**config.mk**
```make
export PLATFORM = sky130hd
export DESIGN_NAME = abs_diff_approx_pipe
export DESIGN_NICKNAME = d
export VERILOG_FILES = /design/src/rtl/abs_diff_approx_pipe.sv
export SDC_FILE = /design/constraint.sdc
export NUM_CORES = 1
export LEC_CHECK = 0
export ABC_AREA = 1
export CAP_MARGIN = 20
export CORE_UTILIZATION = 50
export CTS_BUF_LIST = sky130_fd_sc_hd__clkbuf_16
export DETAILED_ROUTE_END_ITERATION = 6
export PLACE_DENSITY = 0.82
export SLEW_MARGIN = 20
export SYNTH_ARGS = -nofsm -noshare
export SYNTH_HDL_FRONTEND = slang
export SYNTH_SLANG_ARGS = --single-unit
```
**constraint.sdc**
```tcl
create_clock -name clk -period 4.6 [get_ports clk]
set_input_delay 0.92 -clock clk [delete_from_list [all_inputs] [get_ports clk]]
set_output_delay 0.92 -clock clk [all_outputs]
set_load 0.1 [all_outputs]
```
**src/rtl/abs_diff_approx_pipe.sv**
```systemverilog
// Two-stage |A-B| pipeline with per-transaction exact/approximate (LSB-truncated) result.
// Optional error monitor enabled by defining ABS_DIFF_ERR_MON_EN.
module abs_diff_approx_pipe #(
   parameter int W     = 4,
   parameter int TRUNC = 1,
   parameter int ET    = 3,
   parameter int CNT_W = 16
) (
   input  logic         clk,
   input  logic         rst_n,
   input  logic         in_valid,
   output logic         in_ready,
   input  logic [W-1:0] in_a,
   input  logic [W-1:0] in_b,
   input  logic         in_exact,
   output logic         out_valid,
   input  logic         out_ready,
   output logic [W-1:0] out_diff,
   output logic         out_sign
`ifdef ABS_DIFF_ERR_MON_EN
   ,
   output logic [CNT_W-1:0] err_cnt
`endif
);

   localparam logic [W-1:0] TRUNC_MASK = W'((1 << TRUNC) - 1);

   if (W < 2 || TRUNC < 0 || TRUNC >= W || ET < 0 || CNT_W < 1) begin : g_bad_cfg
      $error("abs_diff_approx_pipe: illegal parameter combination");
   end

   function automatic logic [W-1:0] magnitude(input logic signed [W:0] d);
      magnitude = d[W] ? W'(-d) : d[W-1:0];
   endfunction

   function automatic logic [W-1:0] truncate(input logic [W-1:0] mag, input logic exact);
      truncate = exact ? mag : (mag & ~TRUNC_MASK);
   endfunction

   logic                vld_p0;
   logic [W-1:0]        a_p0;
   logic [W-1:0]        b_p0;
   logic                exact_p0;
   logic signed [W:0]   sub_p0;
   logic [W-1:0]        mag_p0;

   logic                vld_p1;
   logic [W-1:0]        diff_p1;
   logic                sign_p1;

   logic                load_p1;
   logic                accept;

   // S2 refills whenever it is empty or its result leaves this cycle
   assign load_p1  = vld_p0 & (~vld_p1 | out_ready);
   assign in_ready = ~vld_p0 | load_p1;
   assign accept   = in_valid & in_ready;

   assign sub_p0 = signed'({1'b0, a_p0}) - signed'({1'b0, b_p0});
   assign mag_p0 = magnitude(sub_p0);

   always_ff @(posedge clk or negedge rst_n) begin
      if (!rst_n) begin
         vld_p0  <= 1'b0;
         vld_p1  <= 1'b0;
         diff_p1 <= '0;
         sign_p1 <= 1'b0;
      end else begin
         if (accept)
            vld_p0 <= 1'b1;
         else if (load_p1)
            vld_p0 <= 1'b0;

         if (load_p1) begin
            vld_p1  <= 1'b1;
            diff_p1 <= truncate(mag_p0, exact_p0);
            sign_p1 <= sub_p0[W];
         end else if (out_ready) begin
            vld_p1  <= 1'b0;
         end
      end
   end

   // ---- stage S1: operand capture ----
   always_ff @(posedge clk) begin
      if (accept) begin
         a_p0     <= in_a;
         b_p0     <= in_b;
         exact_p0 <= in_exact;
      end
   end

   // ---- stage S2: result presentation ----
   assign out_valid = vld_p1;
   assign out_diff  = diff_p1;
   assign out_sign  = sign_p1;

`ifdef ABS_DIFF_ERR_MON_EN
   logic [W-1:0] lost_p0;
   logic         err_p0;
   logic         err_p1;

   // Truncation error is exactly the discarded low bits of the exact magnitude
   assign lost_p0 = mag_p0 & TRUNC_MASK;
   assign err_p0  = ~exact_p0 & (32'(lost_p0) > 32'(ET));

   always_ff @(posedge clk) begin
      if (load_p1)
         err_p1 <= err_p0;
   end

   always_ff @(posedge clk or negedge rst_n) begin
      if (!rst_n)
         err_cnt <= '0;
      else if (vld_p1 && out_ready && err_p1 && (err_cnt != {CNT_W{1'b1}}))
         err_cnt <= err_cnt + 1'b1;
   end
`endif

endmodule

```
==> flow_metrics.py, run 1 <==
metrics = {
    "power_and_ir_drop": {
        "ir_drop_mv": 0.353,
        "power_density_mw_per_mm2": 582,
        "leakage_nw": 0.518,
    },
    "worst_hold_path": {
        "min_to": "out_diff[2]",
        "min_path_type": "reg2reg",
        "worstHoldStart": "out_diff[2]",
        "hold_path_depth": 2,
    },
    "setup_path": {
        "r2r_setup_slack_ns": 2.81,
        "r2r-end": "out_diff[2]",
        "reg2reg_from": "a_p0[0]",
        "worst_r2r_path_depth": 10,
        "setup.worst_path.end_class": "primary output",
        "required_ns": 3.68,
        "critPathMaxFanout": 3,
        "worstPathArrival_ns": 1.87,
        "cp-start-kind": "primary input",
        "crit_type": "in2out",
    },
    "cts": {
        "cts_tree": "done",
        "cts_sinks": 16,
        "cts_buffers": 3,
        "cts_max_path_buffers": 2,
        "post_cts_buffers": 0,
        "insertion_delay_ns": 0.25,
        "ctsResizeCount": 0,
        "ctsHoldBuffers": 0,
        "htree_levels": 1,
        "cts_root_buf": "clkbuf_16",
        "path_clk_slew_ns": 0.05,
    },
    "sta": {
        "worst_pin_slew_ns": 0.963,
        "clock_skew_ns": 0.00328,
        "slew_headroom_pct": 35.6,
        "grt_setup_unrepaired": "false",
        "maxSlewViolCount": 0,
        "fin_crit_ns": 2.79,
        "finalSetupTns_ns": 0,
        "final_hold_viol_count": 0,
        "fin_crit_sh_pct": 60.6,
        "max_clock_freq_ghz": 0.359,
        "setup_viol": 0,
    },
    "floorplanning": {
        "core_mm2": 0.00137,
        "die_height_um": 41.4,
        "die_w_um": 41.4,
        "rows": 13,
        "dieArea_mm2": 0.00171,
        "ios": 20,
        "start_util_pct": 56.8,
    },
    "global_routing": {
        "grt-ovfl-total": 0,
        "grt_usage_pct": 21.1,
        "grt_pass1_vias": 559,
        "grt_max_degree": 10,
        "antenna_found_initial": 0,
        "grt_pass1_wl_um": 2100,
    },
    "synthesis": {
        "synth_seq_cells": 16,
        "syn_inst": 81,
        "yosysUniqueCellTypes": 15,
        "synth_area_um2": 776,
        "syn-num-nets": 100,
        "ys_seq_area_share_pct": 57.4,
        "avgSynthCellArea_um2": 9.58,
        "yosys_warnings": 0,
    },
    "layout": {
        "antenna_cells": 0,
        "syn_to_final_growth_pct": 36.8,
        "final_nets": 124,
        "nFillCells": 90,
        "layoutNonFillerInstCount": 119,
        "final_layout_size_suffix_gt1_share_pct": 7.69,
        "regArea_um2": 445,
        "multi_input_area_um2": 270,
    },
    "place": {
        "place_congestion": 0.711,
        "hpwlAfterDp_um": 1110,
        "dp_cells": 115,
        "portBuffers": 19,
    },
    "routing": {
        "vias_per_cell": 4.96,
        "drt_wl_total_um": 1500,
        "drc_errors": 0,
        "wl_per_cell_um": 12.6,
        "drtIter0Drc": 16,
        "first_pass_iters": 4,
        "via_count": 590,
        "drtAntennaViolNets": 0,
    },
    "outcome": {
        "outcome": "finished, final reports clean",
    },
    "run": {
        "max_cap_violations": 0,
    },
}
## per-stage QoR
step	power [W]	hold slack (ns)	setup WS (ns)	cell area [um2]	util, %
6_report	0.000618	0.476	1.81	1060	77.7
5_1_grt	0.000645	0.515	1.79	1060	77.7
4_1_cts	0.000621	0.479	1.83	1060	77.7
3_5_place_dp	0.000451	0.466	1.84	982	71.9
3_3_place_gp	0.000444	0.464	1.87	982	71.9
2_1_floorplan	0.000386	0.507	1.78	776	-
## state kept, by name, summed over array words and instances (netlist names)
register / cells
out_diff: 4
out_sign: 1
a_p0: 4
vld_p0: 1
out_valid: 1
exact_p0: 1
b_p0: 4
## cell usage in the layout, fill, tap and decap left out, drive strengths merged, types with 3 or more instances in the layout
cell type and n:
nand3 7, nor2 5, inv 16, ha 5, nand2 25, o21ai 4, clkbuf 3, dfrtp 7
clkdlybuf4s50 18, edfxtp 9
## worst max-delay path by stage
stage / to / slack (ns) / start
6_report: in_ready / 1.81 / out_ready
5_1_grt: in_ready / 1.79 / out_ready
4_1_cts: in_ready / 1.83 / out_ready
3_5_place_dp: in_ready / 1.84 / out_ready
3_3_place_gp: in_ready / 1.87 / out_ready
2_1_floorplan: in_ready / 1.78 / out_valid
## critical path: stages
cell             delay, ns
clkdlybuf4s50_1       0.46
inv_1                 0.05
nand3_1               0.12
buf_4                 0.31
## cells in the mapped netlist (all sizes together)
| cell | instances | area [um2] |
|---|---|---|
| edfxtp | 9 | 270 |
| nor2 | 5 | 23.8 |
| a21oi | 1 | 5.00 |
| inv | 16 | 60.1 |
| nand2 | 25 | 96.4 |
| fa | 1 | 20.0 |
| ha | 5 | 62.6 |
| o21ai | 4 | 20.0 |
| o21bai | 1 | 7.51 |
| nand3 | 7 | 35.0 |
| dfrtp | 7 | 175 |
## power breakdown
part / switching, W / leakage [nW] / internal (W)
clock: 0.0000528 / 0.0385 / 0.000115
sequential: 0.0000130 / 0.172 / 0.000179
combinational: 0.000193 / 0.308 / 0.0000648
## logic make-up (layout without fill, tap and decap cells)
| kind of cell | after synthesis | after routing | synth area share [%] |
|---|---|---|---|
| adders and majority gates | 6 | 6 | 10.6 |
| buffers and inverters | 16 | 39 | 7.74 |
| DFF | 16 | 16 | 57.4 |
| and+or+nand+nor | 37 | 37 | 20.0 |
| AOI/OAI and AO/OA | 6 | 6 | 4.19 |
## final cells by class
type | count | share of cell area (%)
Sequential cell | 16 | 42.0
Multi-Input combinational cell | 49 | 25.5
Timing Repair Buffer | 19 | 17.7
Clock buffer | 3 | 7.08
Inverter | 16 | 5.66
Tap cell | 15 | 1.77
Clock inverter | 1 | 0.354
## layer usage
layer  track usage, %  vias to the layer above  wire length [um]
met3             8.51                        2                71
met2             37.9                       20               817
met4             14.5                        0                15
met5                0                        -                 0
met1             19.0                      263               591
li1                 -                      305                 -
(Power assumes the default switching activity.)
==> run 2, diff against run 1 <==
- CORE_UTILIZATION: 50 -> 42
- PLACE_DENSITY: 0.82 -> 0.73
- clock period: 4.6 -> 2.3 ns (I/O delays scaled with it)
==> flow_metrics.py, run 2 (same netlist as run 1, synthesis figures left out) <==
metrics = {
    "layout": {
        "final_nets": 124,
        "regArea_um2": 445,
        "syn_to_final_growth_pct": 38.7,
        "layoutNonFillerInstCount": 129,
        "final_common_cell": "nand2_1",
        "final_layout_size_suffix_gt1_share_pct": 14.4,
        "final_cell_mix": "24 x nand2_1, 16 x inv_1, 12 x clkdlybuf4s50_1",
        "antenna_cells": 0,
        "nFillCells": 151,
        "multi_input_area_um2": 275,
        "final_cell_area_mm2": 0.00108,
    },
    "routing": {
        "drtAntennaViolNets": 0,
        "wl_per_cell_um": 10.2,
        "drtIter0Drc": 5,
        "drc_errors": 0,
        "met3_length_um": 28,
        "via_count": 572,
        "vias_per_cell": 4.43,
        "top_layer": "met4",
        "wl_met1_um": 572,
        "wl_met2_um": 704,
        "drt_wl_total_um": 1320,
        "first_pass_iters": 3,
    },
    "power_and_ir_drop": {
        "intPower_w": 0.000708,
        "pwr-share-seq_pct": 31.5,
        "clockPowerShare_pct": 27.2,
        "power.switching_w": 0.000514,
        "p_total_w": 0.00122,
        "sw_frac_of_total_pct": 42.1,
        "comb_power_share_pct": 41.3,
        "leakage_nw": 0.536,
        "ir_drop_mv": 0.718,
        "power_density_mw_per_mm2": 1140,
    },
    "setup_path": {
        "path_buf_inv": 3,
        "slowest_stage": "fa_1",
        "critPathMaxFanout": 3,
        "critPathTopFamily": "adder cells",
        "reg2reg_from": "a_p0[0]",
        "worst_r2r_path_depth": 10,
        "timing.critical_path.cells": "inv_1 -> ha_1 -> inv_1 -> fa_1 -> inv_1 -> ha_1 -> nor2_1 -> nand2_1 -> nand3_1 -> nand2_1",
        "cp-start-kind": "flop",
        "setup.worst_path.end_class": "flop",
        "path_depth": 10,
        "r2r-end": "out_diff[2]",
        "required_ns": 2.43,
        "r2r_setup_slack_ns": 0.52,
        "worstPathArrival_ns": 1.91,
        "critPathMaxStageDelay_ns": 0.52,
        "crit_path_frequent_cell": "inv_1",
        "crit_type": "reg2reg",
    },
    "sta": {
        "worst_pin_slew_ns": 0.343,
        "fin_crit_ns": 1.78,
        "hold_slack_ns": 0.476,
        "setup_viol": 0,
        "slew_headroom_pct": 77.1,
        "maxSlewViolCount": 0,
        "max_clock_freq_ghz": 0.563,
        "grt_setup_unrepaired": "false",
        "finalSetupTns_ns": 0,
        "final_hold_viol_count": 0,
        "fin_crit_sh_pct": 77.2,
        "clock_skew_ns": 0.00572,
    },
    "floorplanning": {
        "rows": 15,
        "die_height_um": 45.0,
        "ios": 20,
        "die_w_um": 45.0,
        "dieArea_mm2": 0.00202,
        "start_util_pct": 44.9,
        "core_mm2": 0.00173,
    },
    "cts": {
        "insertion_delay_ns": 0.24,
        "path_clk_slew_ns": 0.05,
        "cts_tree": "done",
        "cts_buffers": 3,
        "cts_max_path_buffers": 2,
        "ctsResizeCount": 0,
        "post_cts_buffers": 0,
        "htree_levels": 1,
        "cts_sinks": 16,
        "cts_root_buf": "clkbuf_16",
        "ctsHoldBuffers": 0,
    },
    "outcome": {
        "outcome": "finished, final reports clean",
    },
    "global_routing": {
        "grt_usage_pct": 15.9,
        "grt_max_degree": 10,
        "antenna_found_initial": 0,
        "grt-ovfl-total": 0,
        "grt_pass1_wl_um": 2280,
        "grt_pass1_vias": 559,
    },
    "place": {
        "dpl_cell_area_um2": 997,
        "dp_cells": 125,
        "portBuffers": 19,
        "hpwlAfterDp_um": 1030,
        "place_congestion": 0.717,
    },
    "worst_hold_path": {
        "min_path_type": "reg2reg",
        "worstHoldStart": "out_diff[3]",
        "min_to": "out_diff[3]",
        "hold_path_depth": 2,
    },
    "run": {
        "max_cap_violations": 0,
    },
}
==> run 2: changes by cell type in the layout (fill, tap and decap cells not counted), sizes merged <==
cell and delta:
inv +1, buf +6, clkdlybuf4s50 -6, clkinv -1
==> run 2: cell type report <==
| cell class | count | share of cell area, % |
|---|---|---|
| clock inverters | 1 | 0.349 |
| well taps | 25 | 2.91 |
| multi-input cells | 49 | 25.6 |
| flip-flops and latches | 16 | 41.4 |
| repair buffers | 19 | 17.2 |
| inverters | 16 | 5.58 |
| clock buffers | 3 | 6.98 |
==> run 2: layer usage <==
metal / up-vias / track usage (%)
li1: 301 / -
met1: 261 / 18.2
met2: 8 / 27.8
met3: 2 / 3.60
met4: 0 / 7.27
met5: - / 0
==> run 2: worst min-delay path, cell delays in order (launching register included) <==
cell     delay [ns]
dfrtp_1        0.34
nand2_1        0.05
nand2_1        0.05
==> run 2: power by group through the flow <==
stage,clock network [W],registers (W),logic (W)
4_1_cts,0.000339,0.000385,0.000509
3_5_place_dp,0,0.000390,0.000505
2_1_floorplan,0,0.000644,0.000130
6_report,0.000332,0.000385,0.000505
3_3_place_gp,0,0.000386,0.000500
5_1_grt,0.000353,0.000390,0.000537
==> run 2: worst max-delay path by stage <==
stage / start / endpoint / slack [ns]
CTS: a_p0[0] / out_diff[2] / 0.52
global route: a_p0[0] / out_diff[2] / 0.40
detailed placement: a_p0[0] / out_diff[2] / 0.51
finish: a_p0[0] / out_diff[2] / 0.52
floorplan: out_valid / a_p0[0] / 0.03
global placement: out_ready / b_p0[3] / 0.56
==> run 2: per-stage QoR <==
step | utilization [%] | setup slack, ns
after floorplan | - | 0.0336
after global placement | 57.8 | 0.564
after detailed placement | 57.8 | 0.515
after CTS | 62.3 | 0.518
after global routing | 62.3 | 0.402
final | 62.3 | 0.524
